==> config.mk <==
export PLATFORM = sky130hd
export DESIGN_NAME = cmp_arbiter
export DESIGN_NICKNAME = d
export VERILOG_FILES = /design/src/rtl/cmp_arbiter.sv
export SDC_FILE = /design/constraint.sdc
export NUM_CORES = 1
export LEC_CHECK = 0
export CAP_MARGIN = 20
export CORE_AREA = 2 2 147 149
export CTS_BUF_LIST = sky130_fd_sc_hd__clkbuf_4
export CTS_CLUSTER_DIAMETER = 120
export DETAILED_ROUTE_END_ITERATION = 10
export DIE_AREA = 0 0 149 151
export MAX_ROUTING_LAYER = met4
export PLACE_DENSITY = 0.65
export SKIP_CTS_REPAIR_TIMING = 1
export SYNTH_ARGS = -nofsm -noshare
export SYNTH_HDL_FRONTEND = slang
export SYNTH_SLANG_ARGS = --single-unit
==> constraint.sdc <==
create_clock -name CLK -period 2.56 [get_ports CLK]
set_input_delay 0.384 -clock CLK [delete_from_list [all_inputs] [get_ports CLK]]
set_output_delay 0.384 -clock CLK [all_outputs]
set_load 0.02 [all_outputs]
==> src/rtl/cmp_arbiter.sv <==
// Round-robin arbiter in front of one shared equality comparator.
// Each grant takes three cycles: grant/latch, compare, respond.
module cmp_arbiter #(
   parameter int unsigned WIDTH = 32,
   parameter int unsigned N_REQ = 4
) (
   input  logic                   CLK,
   input  logic                   RST_N,
   input  logic [N_REQ-1:0]       REQ,
   input  logic [N_REQ*WIDTH-1:0] DATA_A,
   input  logic [N_REQ*WIDTH-1:0] DATA_B,
   output logic [N_REQ-1:0]       GNT,
   output logic [N_REQ-1:0]       RESP_VALID,
   output logic                   RESP_EQUAL,
   output logic                   BUSY,
   output logic                   CMP_ENABLE,
   output logic [WIDTH-1:0]       CMP_DATA_IN_1,
   output logic [WIDTH-1:0]       CMP_DATA_IN_2,
   input  logic [WIDTH-1:0]       CMP_EQUAL,
   output logic [15:0]            MATCH_CNT
);

   localparam int unsigned IdxW = (N_REQ > 1) ? $clog2(N_REQ) : 1;

   typedef enum logic [1:0] {StIdle, StCompare, StRespond} state_e;

   state_e            state_q, state_d;
   logic [IdxW-1:0]   ptr_q, ptr_d;
   logic [IdxW-1:0]   idx_q, idx_d;
   logic [WIDTH-1:0]  op_a_q, op_a_d;
   logic [WIDTH-1:0]  op_b_q, op_b_d;
   logic [N_REQ-1:0]  gnt_q, gnt_d;
   logic              resp_equal_q, resp_equal_d;
   logic [15:0]       match_cnt_q, match_cnt_d;

   logic              win_found;
   logic [IdxW-1:0]   win_idx;
   logic [WIDTH-1:0]  sel_a, sel_b;

   // First set REQ bit at or after ptr_q, wrapping past N_REQ-1.
   always_comb begin
      int unsigned cand;
      cand      = 0;
      win_found = 1'b0;
      win_idx   = '0;
      for (int unsigned k = 0; k < N_REQ; k++) begin
         cand = (int'(ptr_q) + k) % N_REQ;
         if (!win_found && REQ[cand]) begin
            win_found = 1'b1;
            win_idx   = IdxW'(cand);
         end
      end
   end

   always_comb begin
      sel_a = '0;
      sel_b = '0;
      for (int unsigned i = 0; i < N_REQ; i++) begin
         if (win_idx == IdxW'(i)) begin
            sel_a = DATA_A[i*WIDTH +: WIDTH];
            sel_b = DATA_B[i*WIDTH +: WIDTH];
         end
      end
   end

   always_comb begin
      state_d      = state_q;
      ptr_d        = ptr_q;
      idx_d        = idx_q;
      op_a_d       = op_a_q;
      op_b_d       = op_b_q;
      gnt_d        = '0;
      resp_equal_d = resp_equal_q;
      match_cnt_d  = match_cnt_q;
      unique case (state_q)
         StIdle: begin
            if (win_found) begin
               state_d = StCompare;
               idx_d   = win_idx;
               op_a_d  = sel_a;
               op_b_d  = sel_b;
               gnt_d   = N_REQ'(1) << win_idx;
               ptr_d   = (win_idx == IdxW'(N_REQ - 1)) ? '0 : win_idx + IdxW'(1);
            end
         end
         StCompare: begin
            state_d      = StRespond;
            resp_equal_d = |CMP_EQUAL;
            if (|CMP_EQUAL && match_cnt_q != 16'hFFFF) begin
               match_cnt_d = match_cnt_q + 16'd1;
            end
         end
         StRespond: state_d = StIdle;
         default:   state_d = StIdle;
      endcase
   end

   always_ff @(posedge CLK or negedge RST_N) begin
      if (!RST_N) begin
         state_q      <= StIdle;
         ptr_q        <= '0;
         idx_q        <= '0;
         op_a_q       <= '0;
         op_b_q       <= '0;
         gnt_q        <= '0;
         resp_equal_q <= 1'b0;
         match_cnt_q  <= '0;
      end else begin
         state_q      <= state_d;
         ptr_q        <= ptr_d;
         idx_q        <= idx_d;
         op_a_q       <= op_a_d;
         op_b_q       <= op_b_d;
         gnt_q        <= gnt_d;
         resp_equal_q <= resp_equal_d;
         match_cnt_q  <= match_cnt_d;
      end
   end

   assign GNT           = gnt_q;
   assign RESP_VALID    = (state_q == StRespond) ? (N_REQ'(1) << idx_q) : '0;
   assign RESP_EQUAL    = resp_equal_q;
   assign BUSY          = (state_q != StIdle);
   assign CMP_ENABLE    = (state_q == StCompare);
   assign CMP_DATA_IN_1 = op_a_q;
   assign CMP_DATA_IN_2 = op_b_q;
   assign MATCH_CNT     = match_cnt_q;

endmodule

* Word-level counts from Yosys, hierarchy flattened
Cells that the tools add are included.
Cells by class: equality and inequality tests 7, shifts and indexed selects 2, $lt $le $gt $ge 4, add/sub/neg operators 5, multiplexer cells 30, reductions and logical operators 13
Operator list (number):
- $mux W32 | 8
- $reduce_or A32 Y1 | 1
- $add A16 B1 Y16 const B | 1
- $ne A16 B16 Y1 const B | 1
- $lt A2 B3 Y1 const B | 4
- $mux W2 | 6
- $mux W4 | 3
- $bmux W1 S2 | 4
- $mux W1 | 8
- $shl A1 B2 Y4 const A | 2
- $eq A2 B2 Y1 const B | 3
- $add A2 B1 Y2 const B | 2
- $add A2 B2 Y2 const B | 2
- $eq A2 B1 Y1 const B | 2
- $logic_and A1 B1 Y1 | 4
- $logic_not A2 Y1 | 2
- $pmux W2 S2 | 1
- $reduce_and A2 Y1 | 2
- $logic_not A1 Y1 | 3
- $ne A2 B2 Y1 const B | 1
- $reduce_bool A2 Y1 | 1
Word-level totals: logic and storage cells 69, input port bits 294, register bits 91, output and inout bits 91

* Logic depth before layout (Yosys ltp)
Gate-level depths: netlist of run 1.
depth in word-level cells 17, depth in mapped cells 13, gate-level depth less buffers 11

* Worst setup path before layout of run 1
OpenSTA, ideal clock, no wires.
path type input to register, from in REQ[2], to reg op_a_q[10], in the netlist CMP_DATA_IN_1[10], path slack 295 ps, arrival time 2200 ps, buffers on the path 3, stages on the path 13, required time 2495 ps, setup time 65 ps, cells stage by stage inv_1 > o221ai_1 > a22oi_1 > nor2b_1 > ha_1 > buf_2 > clkbuf_1 > buf_2 > nand2_1 > a21oi_1 > a21oi_1 > o211ai_1 > o21a_1
On the way: longest elaborated chain between the ends 17, elaborated cells on any way between the ends 31, those cells by class 3 x eq/ne; 20 x mux; 8 x reduce/logical
RTL lines:
- start, declared | line 9 | input logic [N_REQ-1:0] REQ,
- $bmux W1 S2 | line 48 | if (!win_found && REQ[cand]) begin
- $mux W1 (not written as such) | line 48
- $mux W1 | line 48
- $logic_not A1 Y1 | line 48
- $logic_and A1 B1 Y1 | line 48
- $mux W1 | line 48
- $logic_not A1 Y1 | line 48
- $logic_and A1 B1 Y1 | line 48
- $mux W1 | line 48
- $logic_not A1 Y1 | line 48
- $logic_and A1 B1 Y1 | line 48
- $mux W2 * | line 48
- named net win_idx[0] | line 37 | logic [IdxW-1:0] win_idx;
- $logic_not A2 Y1 | line 59 | if (win_idx == IdxW'(i)) begin
- $mux W32 (3 in a row) | line 59
- $mux W32 * | line 59
- end signal, assigned | line 112 | op_a_q <= op_a_d;
- end, declared | line 30 | logic [WIDTH-1:0] op_a_q, op_a_d;
The timed path passes the listed nets; every way through them passes the cells marked *. The select of a mux whose other input is x is not followed. A chain may end at the register's enable or synchronous reset.

* Final worst setup path of run 1
from in REQ[0], to reg op_a_q[1], in the netlist CMP_DATA_IN_1[1]
The elaborated chain is that of the path after synthesis.

==> results of run 1 <==
==> worst register-to-register path, stage by stage, from the launching register on <==
cell and delay (ns):
dfrtp_1 0.43, o221ai_1 0.21, a22oi_1 0.12, nor2b_2 0.18, inv_1 0.10, ha_2 0.32, buf_12 0.22, nand3b_1 0.12
a21oi_1 0.24, a21oi_1 0.07, o211ai_1 0.16, o21a_1 0.13
==> registers in the layout (all words and copies together) (netlist names) <==
register,flops
GNT,4
idx_q,2
CMP_DATA_IN_2,32
ptr_q,2
state_q,2
RESP_EQUAL,1
CMP_DATA_IN_1,32
MATCH_CNT,16
==> metal layers <==
layer	track usage, %	vias to the layer above	wire (um)
met5	-	-	0
met4	8.38	0	721
met3	4.61	39	1960
met2	35.3	286	11600
met1	25.0	3168	9830
li1	-	3311	-
==> through the flow <==
stage          total power, uW  utilization, %
2_1_floorplan             6730               -
3_3_place_gp             10000            49.6
3_5_place_dp             10100            49.6
4_1_cts                  10900            50.1
5_1_grt                  11700            50.3
6_report                 10800            50.3
==> area by class of cell <==
cell class | count | area, um^2 | area share [%]
Multi-Input combinational cell | 548 | 3300 | 31.5
Timing Repair Buffer | 426 | 4420 | 42.2
Clock inverter | 5 | 32.5 | 0.310
Antenna cell | 1 | 2.50 | 0.0239
Sequential cell | 91 | 2280 | 21.7
Tap cell | 275 | 344 | 3.28
Inverter | 9 | 36.3 | 0.346
Clock buffer | 9 | 67.6 | 0.645
==> report_power, final <==
part | switching [uW] | total [uW] | internal [uW]
registers | 426 | 2540 | 2110
logic | 3850 | 7590 | 3740
clock network | 524 | 710 | 187
==> final timing paths <==
check,from,to
worst max-delay path,REQ[0],CMP_DATA_IN_1[1]
worst min-delay path,RST_N,CMP_DATA_IN_2[10]
worst max register to register,ptr_q[0],CMP_DATA_IN_1[1]
worst min register to register,CMP_DATA_IN_2[31],CMP_DATA_IN_2[31]
max in group asynchronous,RST_N,CMP_DATA_IN_2[18]
min in group CLK,CMP_DATA_IN_2[31],CMP_DATA_IN_2[31]
==> logic make-up (layout without fill, tap and decap cells) <==
group | after synthesis | in the layout | share of synthesized area [%]
other | 0 | 1 | 0
buffers and inverters | 76 | 449 | 5.72
muxes | 2 | 2 | 0.427
adders and majority gates | 5 | 5 | 1.07
and+or+nand+nor | 262 | 262 | 23.6
AOI/OAI and AO/OA | 265 | 265 | 28.3
DFF | 91 | 91 | 38.8
xor gates and xnor gates | 14 | 14 | 2.09
==> cell usage in the layout, fill, tap and decap left out, types with 8 or more instances in the layout <==
cell,n
clkdlybuf4s50_1,383
nand2_1,138
a21oi_1,127
dfrtp_1,91
nand3b_1,62
o211ai_1,62
o21a_1,62
buf_4,22
buf_12,18
nor4_1,15
xor2_1,14
clkbuf_4,9
inv_1,8
nand3_1,8
nor3_1,8
==> results.sh, run 1 <==
export IMPL_grt_pass1_vias=6735
export IMPL_p_leak_uw=0.00388
export IMPL_synthTopCellsByCount="138 x nand2_1, 128 x a21oi_1, 91 x dfrtp_1"
export IMPL_drc=0
export IMPL_outcome="complete, no violations"
export IMPL_synth_largest_area_cell="dfrtp_1"
export IMPL_post_place_cells=1347
export IMPL_syn_to_final_growth_pct=78.7
export IMPL_fill_cells=2014
export IMPL_placed_cell_area_um2=10300
export IMPL_arrival_ns=2.83
export IMPL_syn_inst=715
export IMPL_min_period_ns=2.41
export IMPL_slew_headroom_pct=68.5
export IMPL_cts_tree="yes"
export IMPL_r2r_cells=11
export IMPL_crit_type="in2reg"
export IMPL_syn_area_um2=5860
export IMPL_r2r_setup_slack_ns=0.22
export IMPL_clock_path_buffers=2
export IMPL_syn_mean_instance_area_um2=8.20
export IMPL_fin_hold_ws_ns=0.381
export IMPL_clock_skew_ns=0.0172
export IMPL_critical_path_required_ns=2.98
export IMPL_grt_pass1_wl_mm=35.8
export IMPL_dr_first_iter_drc_count=286
export IMPL_power_density_nw_per_um2=1030
export IMPL_synth_seq_area_share_pct=38.8
export IMPL_wire_per_inst_um=17.7
export IMPL_slew_violations=0
export IMPL_coreArea_um2=20800
export IMPL_crit_path_start_kind="input port"
export IMPL_drt_total_wl_mm=24.1
export IMPL_io_buffers=384
export IMPL_die_w_um=149
export IMPL_synthArstFlopShare_pct=100
export IMPL_place_gp_congestion=0.890
export IMPL_ys_ff_latch=91
export IMPL_synth_edf_count=0
export IMPL_path_cells="clkdlybuf4s50_1, inv_1, o221ai_1, a22oi_1, nor2b_2, inv_1, ha_2, buf_12, nand3b_1, a21oi_1, a21oi_1, o211ai_1, o21a_1"
export IMPL_place_ws_ns=-0.350
export IMPL_fin_nets=1384
export IMPL_cp_top_family="buffers and inverters"
export IMPL_start_util_pct=28.2
export IMPL_yosys_warnings=0
export IMPL_period_share_pct=94.0
export IMPL_cts_buffers_inserted=9
export IMPL_design_area_um2=10500
export IMPL_tns_ns=0
export IMPL_root_buffer="clkbuf_4"
export IMPL_cpPeakStageDelay_ns=0.52
export IMPL_critPathBufInv=4
export IMPL_vias_per_cell=4.99
export IMPL_dpl_hpwl_mm=18.2
export IMPL_drv_cap=0
export IMPL_ys_top_cells_by_area="dfrtp_1 39%, a21oi_1 11%, nand2_1 8.8%, nand3b_1 7.9%, o211ai_1 7.9%"
export IMPL_antenna_found_initial=1
export IMPL_crit_path_top_delay_cell="clkdlybuf4s50_1"
export IMPL_rows=53
export IMPL_post_layout_nonfiller_instances=1364
export IMPL_hold_class="in2async"
export IMPL_clk_pin_slew_ns=0.15
export IMPL_hold_viol_final=0
export IMPL_routed_via_count=6804
export IMPL_tightest_slew_ns=0.469
export IMPL_grt_max_degree=63
export IMPL_drive_above_1_share_pct=5.97
export IMPL_htree_levels=3
export IMPL_clk_insertion_delay_late_ns=0.46
export IMPL_setup_viol=0
export IMPL_yosys_area_top_type_share_pct=38.8
export IMPL_ant_nets=0
export IMPL_numClockSinks=91
export IMPL_fp_dieH_um=151
export IMPL_worst_path_max_fanout=31
export IMPL_rsz0062_at_grt="true"
export IMPL_synthFlopType="dfrtp_1"
export IMPL_synth_nets=1014
export IMPL_ir_drop_mv=0.583
export IMPL_die_area_um2=22500
export IMPL_fmax_ghz=0.415
export IMPL_setup_ws_ns=0.152
export IMPL_yosysMostFrequentCell="nand2_1"
export IMPL_path_depth=13
export IMPL_first_pass_iters=4
export IMPL_crit_path_end_kind="flip-flop"
export IMPL_grt_use_total_pct=21.2
export IMPL_synthDistinctLibCells=42
export IMPL_io_pins=385
export IMPL_grt_overflow_total=0
No activity file was read; power rests on OpenSTA's default activity.
==> inputs of run 2 (changes only) <==
CORE_AREA = 2 2 148 150   (was 2 2 147 149)
DIE_AREA = 0 0 150 152   (was 0 0 149 151)
PLACE_DENSITY = default   (was 0.65)
clock period = 2.8 ns   (was 2.56 ns; I/O delays follow)
==> run 2 against run 1 <==
Critical path depth is 1 higher; largest power group unchanged; register-to-register slack improved by 0.18 ns; core utilization is 1.6 points lower.
==> results.sh, run 2 (synthesis results as in run 1) <==
export IMPL_outcome="complete, no violations"
export IMPL_io_pins=385
export IMPL_multiInputGateArea_um2=3290
export IMPL_drive_above_1_share_pct=5.37
export IMPL_syn_to_final_growth_pct=77.6
export IMPL_die_w_um=150
export IMPL_fin_hold_ws_ns=0.474
export IMPL_busiest_layer="met2"
export IMPL_final_cell_mix="383 x clkdlybuf4s50_1, 138 x nand2_1, 128 x a21oi_1, 91 x dfrtp_1"
export IMPL_power_total_uw=9960
export IMPL_power_density_nw_per_um2=957
export IMPL_drc=0
export IMPL_dr_first_iter_drc_count=327
export IMPL_ff_latch_area_um2=2280
export IMPL_p_leak_uw=0.00385
export IMPL_grt_pass1_wl_mm=37.0
export IMPL_use_met2_pct=35.6
export IMPL_final_common_cell="clkdlybuf4s50_1"
export IMPL_ant_nets=0
export IMPL_hold_viol_final=0
export IMPL_clock_skew_ns=0.0210
export IMPL_clock_path_buffers=2
export IMPL_slew_headroom_pct=59.3
export IMPL_numClockSinks=91
export IMPL_crit_path_end_kind="flip-flop"
export IMPL_grt_util_met3_pct=5.41
export IMPL_grt_max_degree=53
export IMPL_die_area_um2=22800
export IMPL_period_share_pct=86.3
export IMPL_wire_per_inst_um=17.7
export IMPL_grt_pass1_vias=6681
export IMPL_rsz0062_at_grt="false"
export IMPL_clk_insertion_delay_late_ns=0.47
export IMPL_drv_cap=0
export IMPL_coreArea_um2=21400
export IMPL_ir_drop_mv=0.395
export IMPL_root_buffer="clkbuf_4"
export IMPL_drt_total_wl_mm=24.2
export IMPL_io_buffers=384
export IMPL_crit_type="in2reg"
export IMPL_routed_via_count=6701
export IMPL_htree_levels=3
export IMPL_fill_cells=2089
export IMPL_hold_class="in2async"
export IMPL_slew_violations=0
export IMPL_cts_buffers_inserted=9
export IMPL_antenna_found_initial=1
export IMPL_vias_per_cell=4.92
export IMPL_rows=54
export IMPL_fmax_ghz=0.414
export IMPL_start_util_pct=27.5
export IMPL_tightest_slew_ns=0.610
export IMPL_fin_nets=1375
export IMPL_arrival_ns=2.82
export IMPL_clk_pin_slew_ns=0.16
export IMPL_first_pass_iters=6
export IMPL_worst_path_max_fanout=36
export IMPL_critical_path_required_ns=3.21
export IMPL_grt_use_total_pct=21.6
export IMPL_grt_overflow_total=0
export IMPL_met1_usage_pct=25.5
export IMPL_fp_dieH_um=152
export IMPL_min_period_ns=2.42
export IMPL_cts_tree="yes"
export IMPL_setup_viol=0
export IMPL_place_gp_congestion=0.935
export IMPL_dpl_hpwl_mm=18.6
export IMPL_crit_path_start_kind="input port"
run 2: changes by cell type in the layout (fill, tap and decap cells not counted), moves of 2 or more:
| cell | delta |
|---|---|
| bufinv_16 | +3 |
| buf_12 | -4 |
| inv_6 | +2 |
| buf_4 | -3 |
| clkinv_1 | -2 |
run 2: report_power, final:
part	total, uW	switching [uW]	internal [uW]	leakage (uW)
Combinational	6680	3450	3230	0.00266
Clock	976	517	458	0.000101
Sequential	2310	379	1930	0.00109
run 2: final timing paths:
path,from,to,slack [ns],cells past startpoint
max,REQ[2],CMP_DATA_IN_1[11],0.38,14
min,RST_N,CMP_DATA_IN_2[6],0.47,2
max reg2reg,ptr_q[1],CMP_DATA_IN_1[11],0.40,13
min reg2reg,CMP_DATA_IN_2[22],CMP_DATA_IN_2[22],0.51,1
max in group asynchronous,RST_N,CMP_DATA_IN_1[11],1.67,3
min in group CLK,CMP_DATA_IN_2[22],CMP_DATA_IN_2[22],0.51,1
run 2: layer usage:
layer  wire, um  up-vias  share of wire [%]
li1           -     3304                  -
met2      11600      264                 48
met1       9970     3094                 41
met5          0        -                  0
met3       2020       39                8.4
met4        625        0                2.6
run 2: stage by stage:
step	area, um^2	setup TNS (ns)	utilization (%)	worst slack, ns	std cells
floorplan	5860	0	-	0.499	715
global route	10400	0	48.8	0.205	1362
global placement	10200	-0.299	47.8	-0.0763	1344
detailed placement	10200	-0.489	47.8	-0.0843	1344
CTS	10400	0	48.7	0.401	1360
finish	10400	0	48.8	0.384	1362
run 2: final cells by class:
type | count | area share [%]
antenna | 1 | 0.0240
clock buffer | 9 | 0.649
clock inverter | 7 | 1.17
inverter | 9 | 0.348
multi-input combinational | 548 | 31.6
sequential | 91 | 21.9
tap | 280 | 3.36
timing repair buffer | 417 | 41.0
run 2: worst max-delay path, cell delays in order:
cell and delay, ns:
clkdlybuf4s50_1 0.48, inv_1 0.07, o221ai_1 0.17, a22oi_1 0.10, nor2b_1 0.14, buf_4 0.17
inv_1 0.08, ha_2 0.26, buf_12 0.24, nand3b_1 0.10, a21oi_1 0.21, a21oi_1 0.06
o211ai_1 0.16, o21a_1 0.14
